$ cat src/rtl/uart_loader_pkg.sv
// Shared constants for the UART loader: channel defaults, write FSM states, FIFO entry width.
package uart_loader_pkg;

    localparam int         ADDR_W_DEF  = 22;
    localparam int         DEPTH_DEF   = 8;
    localparam logic [7:0] CH_PTR_DEF  = 8'h35;
    localparam logic [7:0] CH_CTRL_DEF = 8'h36;
    localparam logic [7:0] CH_DATA_DEF = 8'h37;

    typedef enum logic [1:0] {
        S_IDLE  = 2'd0,
        S_WRITE = 2'd1,
        S_GAP   = 2'd2
    } wr_state_e;

    function automatic int entry_w(input int addr_w);
        return addr_w + 8;
    endfunction

endpackage

$ cat src/rtl/uart_loader_fifo.sv
// Synchronous DEPTH x WIDTH FIFO with show-ahead read; push on full is accepted when a pop frees a slot.
module uart_loader_fifo #(
    parameter int WIDTH = 30,
    parameter int DEPTH = 8
) (
    input  logic                     clk,
    input  logic                     RESET,
    input  logic                     push_i,
    input  logic [WIDTH-1:0]         din_i,
    input  logic                     pop_i,
    output logic [WIDTH-1:0]         dout_o,
    output logic                     full_o,
    output logic                     empty_o,
    output logic [$clog2(DEPTH):0]   count_o
);
    localparam int             AW       = $clog2(DEPTH);
    localparam logic [AW:0]    FULL_CNT = (AW+1)'(DEPTH);

    logic [WIDTH-1:0] mem_q [DEPTH];
    logic [AW-1:0]    wr_q, rd_q;
    logic [AW:0]      cnt_q;
    logic             push_ok, pop_ok;

    assign full_o  = (cnt_q == FULL_CNT);
    assign empty_o = (cnt_q == '0);
    assign count_o = cnt_q;
    assign dout_o  = mem_q[rd_q];
    assign pop_ok  = pop_i & ~empty_o;
    assign push_ok = push_i & (~full_o | pop_ok);

    always_ff @(posedge clk) begin
        if (push_ok) mem_q[wr_q] <= din_i;
    end

    always_ff @(posedge clk or posedge RESET) begin
        if (RESET) begin
            wr_q  <= '0;
            rd_q  <= '0;
            cnt_q <= '0;
        end else begin
            if (push_ok) wr_q <= wr_q + 1'b1;
            if (pop_ok)  rd_q <= rd_q + 1'b1;
            case ({push_ok, pop_ok})
                2'b10:   cnt_q <= cnt_q + 1'b1;
                2'b01:   cnt_q <= cnt_q - 1'b1;
                default: cnt_q <= cnt_q;
            endcase
        end
    end

endmodule

$ cat src/rtl/uart_loader.sv
// UART loader: decodes demux strobes into pointer/control/data and drains queued bytes to a req/ack port.
// Build option UART_LOADER_CKSUM_GATE_EN: a checksum error blocks further data and holds the core in reset.
//
// state   | meaning
// S_IDLE  | waiting for a queued byte; pops and raises mem_we when one is present
// S_WRITE | request outstanding, outputs held until mem_ack
// S_GAP   | one forced low cycle between requests
module uart_loader
    import uart_loader_pkg::*;
#(
    parameter int         ADDR_W  = ADDR_W_DEF,
    parameter int         DEPTH   = DEPTH_DEF,
    parameter logic [7:0] CH_PTR  = CH_PTR_DEF,
    parameter logic [7:0] CH_CTRL = CH_CTRL_DEF,
    parameter logic [7:0] CH_DATA = CH_DATA_DEF
) (
    input  logic              clk,
    input  logic              RESET,
    input  logic [7:0]        in_addr,
    input  logic [7:0]        in_data,
    input  logic              in_write,
    input  logic              in_cksum_err,
    output logic [ADDR_W-1:0] mem_addr,
    output logic [7:0]        mem_din,
    output logic              mem_we,
    input  logic              mem_ack,
    output logic              hold_reset,
    output logic              busy,
    output logic              overflow,
    output logic              load_err
);
    localparam int EW = entry_w(ADDR_W);
    localparam int CW = $clog2(DEPTH) + 1;

    wr_state_e         state_q, state_d;
    logic [23:0]       ptr_q, ptr_d;
    logic              hold_q, hold_d, ovf_q, ovf_d, lerr_q, lerr_d;
    logic              we_q, we_d;
    logic [ADDR_W-1:0] addr_q, addr_d;
    logic [7:0]        din_q, din_d;

    logic [EW-1:0]     fifo_dout;
    logic [CW-1:0]     fifo_cnt;
    logic              fifo_full, fifo_empty, fifo_pop;
    logic              wr_ptr, wr_ctrl, wr_data, gate, data_push;

    assign wr_ptr  = in_write && (in_addr == CH_PTR);
    assign wr_ctrl = in_write && (in_addr == CH_CTRL);
    assign wr_data = in_write && (in_addr == CH_DATA);

`ifdef UART_LOADER_CKSUM_GATE_EN
    assign gate       = lerr_q;
    assign hold_reset = hold_q | lerr_q;
`else
    assign gate       = 1'b0;
    assign hold_reset = hold_q;
`endif

    assign data_push = wr_data & ~gate;

    uart_loader_fifo #(.WIDTH(EW), .DEPTH(DEPTH)) u_fifo (
        .clk     (clk),
        .RESET   (RESET),
        .push_i  (data_push),
        .din_i   ({ptr_q[ADDR_W-1:0], in_data}),
        .pop_i   (fifo_pop),
        .dout_o  (fifo_dout),
        .full_o  (fifo_full),
        .empty_o (fifo_empty),
        .count_o (fifo_cnt)
    );

    // Pointer advances on every data strobe, even dropped ones, so later bytes land where the host expects.
    always_comb begin
        ptr_d  = ptr_q;
        hold_d = hold_q;
        ovf_d  = ovf_q;
        lerr_d = lerr_q | in_cksum_err;
        if (wr_ptr) ptr_d = {in_data, ptr_q[23:8]};
        if (wr_data) begin
            ptr_d             = '0;
            ptr_d[ADDR_W-1:0] = ptr_q[ADDR_W-1:0] + 1'b1;
        end
        if (wr_ctrl) hold_d = in_data[0];
        if (data_push && fifo_full && !fifo_pop) ovf_d = 1'b1;
    end

    always_comb begin
        state_d  = state_q;
        we_d     = we_q;
        addr_d   = addr_q;
        din_d    = din_q;
        fifo_pop = 1'b0;
        case (state_q)
            S_IDLE: begin
                if (!fifo_empty) begin
                    fifo_pop = 1'b1;
                    addr_d   = fifo_dout[EW-1:8];
                    din_d    = fifo_dout[7:0];
                    we_d     = 1'b1;
                    state_d  = S_WRITE;
                end
            end
            S_WRITE: begin
                if (mem_ack) begin
                    we_d    = 1'b0;
                    state_d = S_GAP;
                end
            end
            S_GAP:   state_d = S_IDLE;
            default: state_d = S_IDLE;
        endcase
    end

    always_ff @(posedge clk or posedge RESET) begin
        if (RESET) begin
            state_q <= S_IDLE;
            we_q    <= 1'b0;
            addr_q  <= '0;
            din_q   <= '0;
        end else begin
            state_q <= state_d;
            we_q    <= we_d;
            addr_q  <= addr_d;
            din_q   <= din_d;
        end
    end

    always_ff @(posedge clk or posedge RESET) begin
        if (RESET) begin
            ptr_q  <= '0;
            hold_q <= 1'b1;
            ovf_q  <= 1'b0;
            lerr_q <= 1'b0;
        end else begin
            ptr_q  <= ptr_d;
            hold_q <= hold_d;
            ovf_q  <= ovf_d;
            lerr_q <= lerr_d;
        end
    end

    assign mem_we   = we_q;
    assign mem_addr = addr_q;
    assign mem_din  = din_q;
    assign busy     = (fifo_cnt != '0) || (state_q != S_IDLE);
    assign overflow = ovf_q;
    assign load_err = lerr_q;

endmodule

$ cat config.mk
export PLATFORM = sky130hd
export DESIGN_NAME = uart_loader
export DESIGN_NICKNAME = d
export VERILOG_FILES = /design/src/rtl/uart_loader_pkg.sv /design/src/rtl/uart_loader_fifo.sv /design/src/rtl/uart_loader.sv
export SDC_FILE = /design/constraint.sdc
export NUM_CORES = 1
export LEC_CHECK = 0
export ABC_AREA = 1
export CAP_MARGIN = 0
export CORE_MARGIN = 5
export CORE_UTILIZATION = 50
export CTS_BUF_LIST = sky130_fd_sc_hd__clkbuf_16
export CTS_CLUSTER_DIAMETER = 30
export CTS_CLUSTER_SIZE = 28
export DETAILED_ROUTE_END_ITERATION = 7
export GPL_TIMING_DRIVEN = 0
export PLACE_DENSITY = 0.79
export SETUP_SLACK_MARGIN = 0.15
export SLEW_MARGIN = 20
export SYNTH_ARGS = -nofsm -noshare
export SYNTH_HDL_FRONTEND = slang
export SYNTH_SLANG_ARGS = --single-unit
$ cat constraint.sdc
create_clock -name clk -period 6.3 [get_ports clk]
set_clock_uncertainty 0.1 [all_clocks]
set_input_delay 1.26 -clock clk [delete_from_list [all_inputs] [get_ports clk]]
set_output_delay 1.26 -clock clk [all_outputs]
set_load 0.01 [all_outputs]
==> results.cfg <==
[clocking]
path_clk_slew_ns = 0.06
clkLatencyLatePin_ns = 0.59
cts.sink_count = 310
ctsResizeCount = 0
hold_buffers = 0
cts_setup_buffers = 0
numCtsBuffers = 58
cts_tree = done
htreeDepth = 2
cts.path.max_buffers = 3
cts-root-buf = clkbuf_16

[die]
die_w_um = 170
rows = 58
start_util = 0.510
dieArea_um2 = 29000
die_h_um = 170
boundaryPins = 56
core-area_um2 = 25300

[setup_path]
cpMostUsedCell = nor2_4
required_ns = 6.48
cp_data_arrival_time_ns = 3.80
r2r_cells = 7
path_buf_inv = 3
cpMaxStageDelayCell = nor3_2
cpPeakStageDelay_ns = 0.71
endpoint_kind = flip-flop
crit_fanout = 10
worstSetupStartpointType = input port
crit_chain = clkdlybuf4s50_1 > nand2_1 > nor2_4 > nand3_4 > nor2_4 > inv_2 > or2_4 > nor3_2 > buf_4
path_class = in2reg
critical-path-top-delay-family = simple AND/OR/NAND/NOR gates
cp.depth = 9

[place]
dpl_cell_area_um2 = 14100
placed_cells = 1466
dp_slack_ns = 2.15
io_buffer_count = 55
gp_congestion = 0.912
dp_hpwl_um = 20600

[finish]
final_util = 0.639
num-nets-final = 1221
syn_to_final_growth_pct = 25.3
instances_no_fill = 1576
drive_gt1_frac = 0.141
fillers = 1799
fin_area_um2 = 16100
n_antenna_cell = 0

[synth]
netlist_top_cells_count = 240 x edfxtp_1, 153 x nand2_1, 113 x inv_1
ys_types = 38
synth_most_common_cell = edfxtp_1
postSynthAreaPerCell_um2 = 12.2
syn_inst = 1054
ys.flop_type = edfxtp_1
yosys_warnings = 0
synthArstFlopShare = 0.226
yosysSeqAreaShare = 0.696
yosysTopAreaCell = edfxtp_1
syn_nets = 1079
synth_edf_count = 240
ys_top_cells_by_area = edfxtp_1 56%, dfrtp_1 13%, nand2_1 4.5%
synth_area_um2 = 12900
ys_seq_elements = 310
synth.top_cell.area_share = 0.560

[power_and_ir_drop]
power.density_nw_per_um2 = 468
power_leakage_nw = 6.33
vdd_drop_max_v = 0.000262
total_power_mw = 7.54

[timing]
maxSlewViolCount = 0
fmax_mhz = 276
finalHoldViolCount = 0
fin_crit_sh = 0.575
finalSetupTns_ns = 0
rsz0062_at_grt = false
setup_ws_ns = 2.68
finalSetupViolCount = 0
fin_hold_ws_ns = 0.364
fin_crit_ns = 3.62
worstMarginPinSlew_ns = 0.959
relSlewSlack = 0.360

[grt]
use_met2 = 0.380
grt_pass1_wl_um = 50200
grt_pass1_vias = 9058
met1_usage = 0.290
grt_overflow_total = 0
grt_max_degree = 42
met3_usage = 0.0520
grt_use_total = 0.227
antenna_found_initial = 0
grt.busiest_layer = met2

[run_status]
outcome = complete, no violations

[routing]
vias = 9039
dr.pass1.iters = 5
wl_per_cell_um = 20.7
via_per_inst = 5.74
wl_um = 32600
initialDrtViolationCount = 992
drcViolationCount = 0
antenna_left = 0

[min_path]
holdCritPathClass = reg2reg
hold_depth = 1

[flow_run]
drv_cap = 0
==> final timing paths <==
kind                                                  to  slack, ns              startpoint
max                        u_fifo.mem_q[6][27]$_DFFE_PP_       2.68              in_addr[0]
min                                   load_err$_DFF_PP0_       0.36      load_err$_DFF_PP0_
max reg2reg                u_fifo.mem_q[6][27]$_DFFE_PP_       3.56  state_q[0]$_DFFE_PP0P_
min reg2reg                           load_err$_DFF_PP0_       0.36      load_err$_DFF_PP0_
max in group asynchronous         hold_reset$_DFFE_PP1P_       4.48                   RESET
min in group asynchronous          ptr_q[23]$_DFFE_PP0P_       0.97                   RESET
==> cell families after synthesis <==
group	after synthesis	synth area share
flops	310	0.696
simple gates	273	0.0933
compound gates	239	0.109
buf+inv	171	0.0534
mux	50	0.0389
xor+xnor	7	0.00476
fa+ha+maj	4	0.00389
==> cell type report <==
| cell class | instances | area (um2) | share of cell area |
|---|---|---|---|
| flip-flops and latches | 310 | 8960 | 0.556 |
| clock buffers | 58 | 1450 | 0.0900 |
| clock inverters | 52 | 563 | 0.0349 |
| plain buffers | 52 | 239 | 0.0148 |
| repair buffers | 82 | 788 | 0.0489 |
| well taps | 330 | 413 | 0.0256 |
| inverters | 119 | 450 | 0.0279 |
| multi-input cells | 573 | 3260 | 0.202 |
==> power breakdown <==
group          total, mW  internal, mW  switching (mW)
combinational       1.94         0.711            1.23
sequential          2.49          2.37           0.120
clock               3.12          2.03            1.08
==> worst register-to-register path, stage by stage (launching register included) <==
cell	delay, ns
dfrtp_1	0.37
nor2_1	0.24
nor2_1	0.15
nor2_4	0.21
inv_2	0.05
or2_4	0.26
nor3_2	0.71
buf_4	0.35
==> layer usage <==
layer	vias to the layer above	share of wire	wire length (um)
li1	4069	-	-
met4	0	0.027	880
met1	4434	0.38	12400
met3	75	0.089	2890
met2	461	0.50	16400
met5	-	0	0
==> cell usage in the layout, fill, tap and decap left out, drive strengths merged <==
master         instances
a211oi                 1
a21boi                 1
a21o                   1
a21oi                 73
a22o                   1
a22oi                  8
buf                   52
bufinv                 8
clkbuf                85
clkdlybuf4s50         55
clkinv                28
clkinvlp               8
dfrtp                 69
dfstp                  1
edfxtp               240
ha                     4
inv                  127
mux2i                 50
nand2                154
nand3                 56
nand3b                 1
nand4                  9
nor2                  36
nor3                  15
o211ai                66
o21ai                 84
o221ai                 3
o22ai                  1
or2                    2
xnor2                  1
xor2                   6
==> sequential cells by signal, indices dropped and copies added, names as in the netlist <==
signal and flops:
hold_reset 1, state_q 2, mem_din 8, load_err 1, overflow 1, u_fifo.rd_q 3, u_fifo.count_o 4, ptr_q 24
u_fifo.mem_q 240, mem_addr 22, mem_we 1, u_fifo.wr_q 3
No activity file was read; power rests on OpenSTA's default activity.
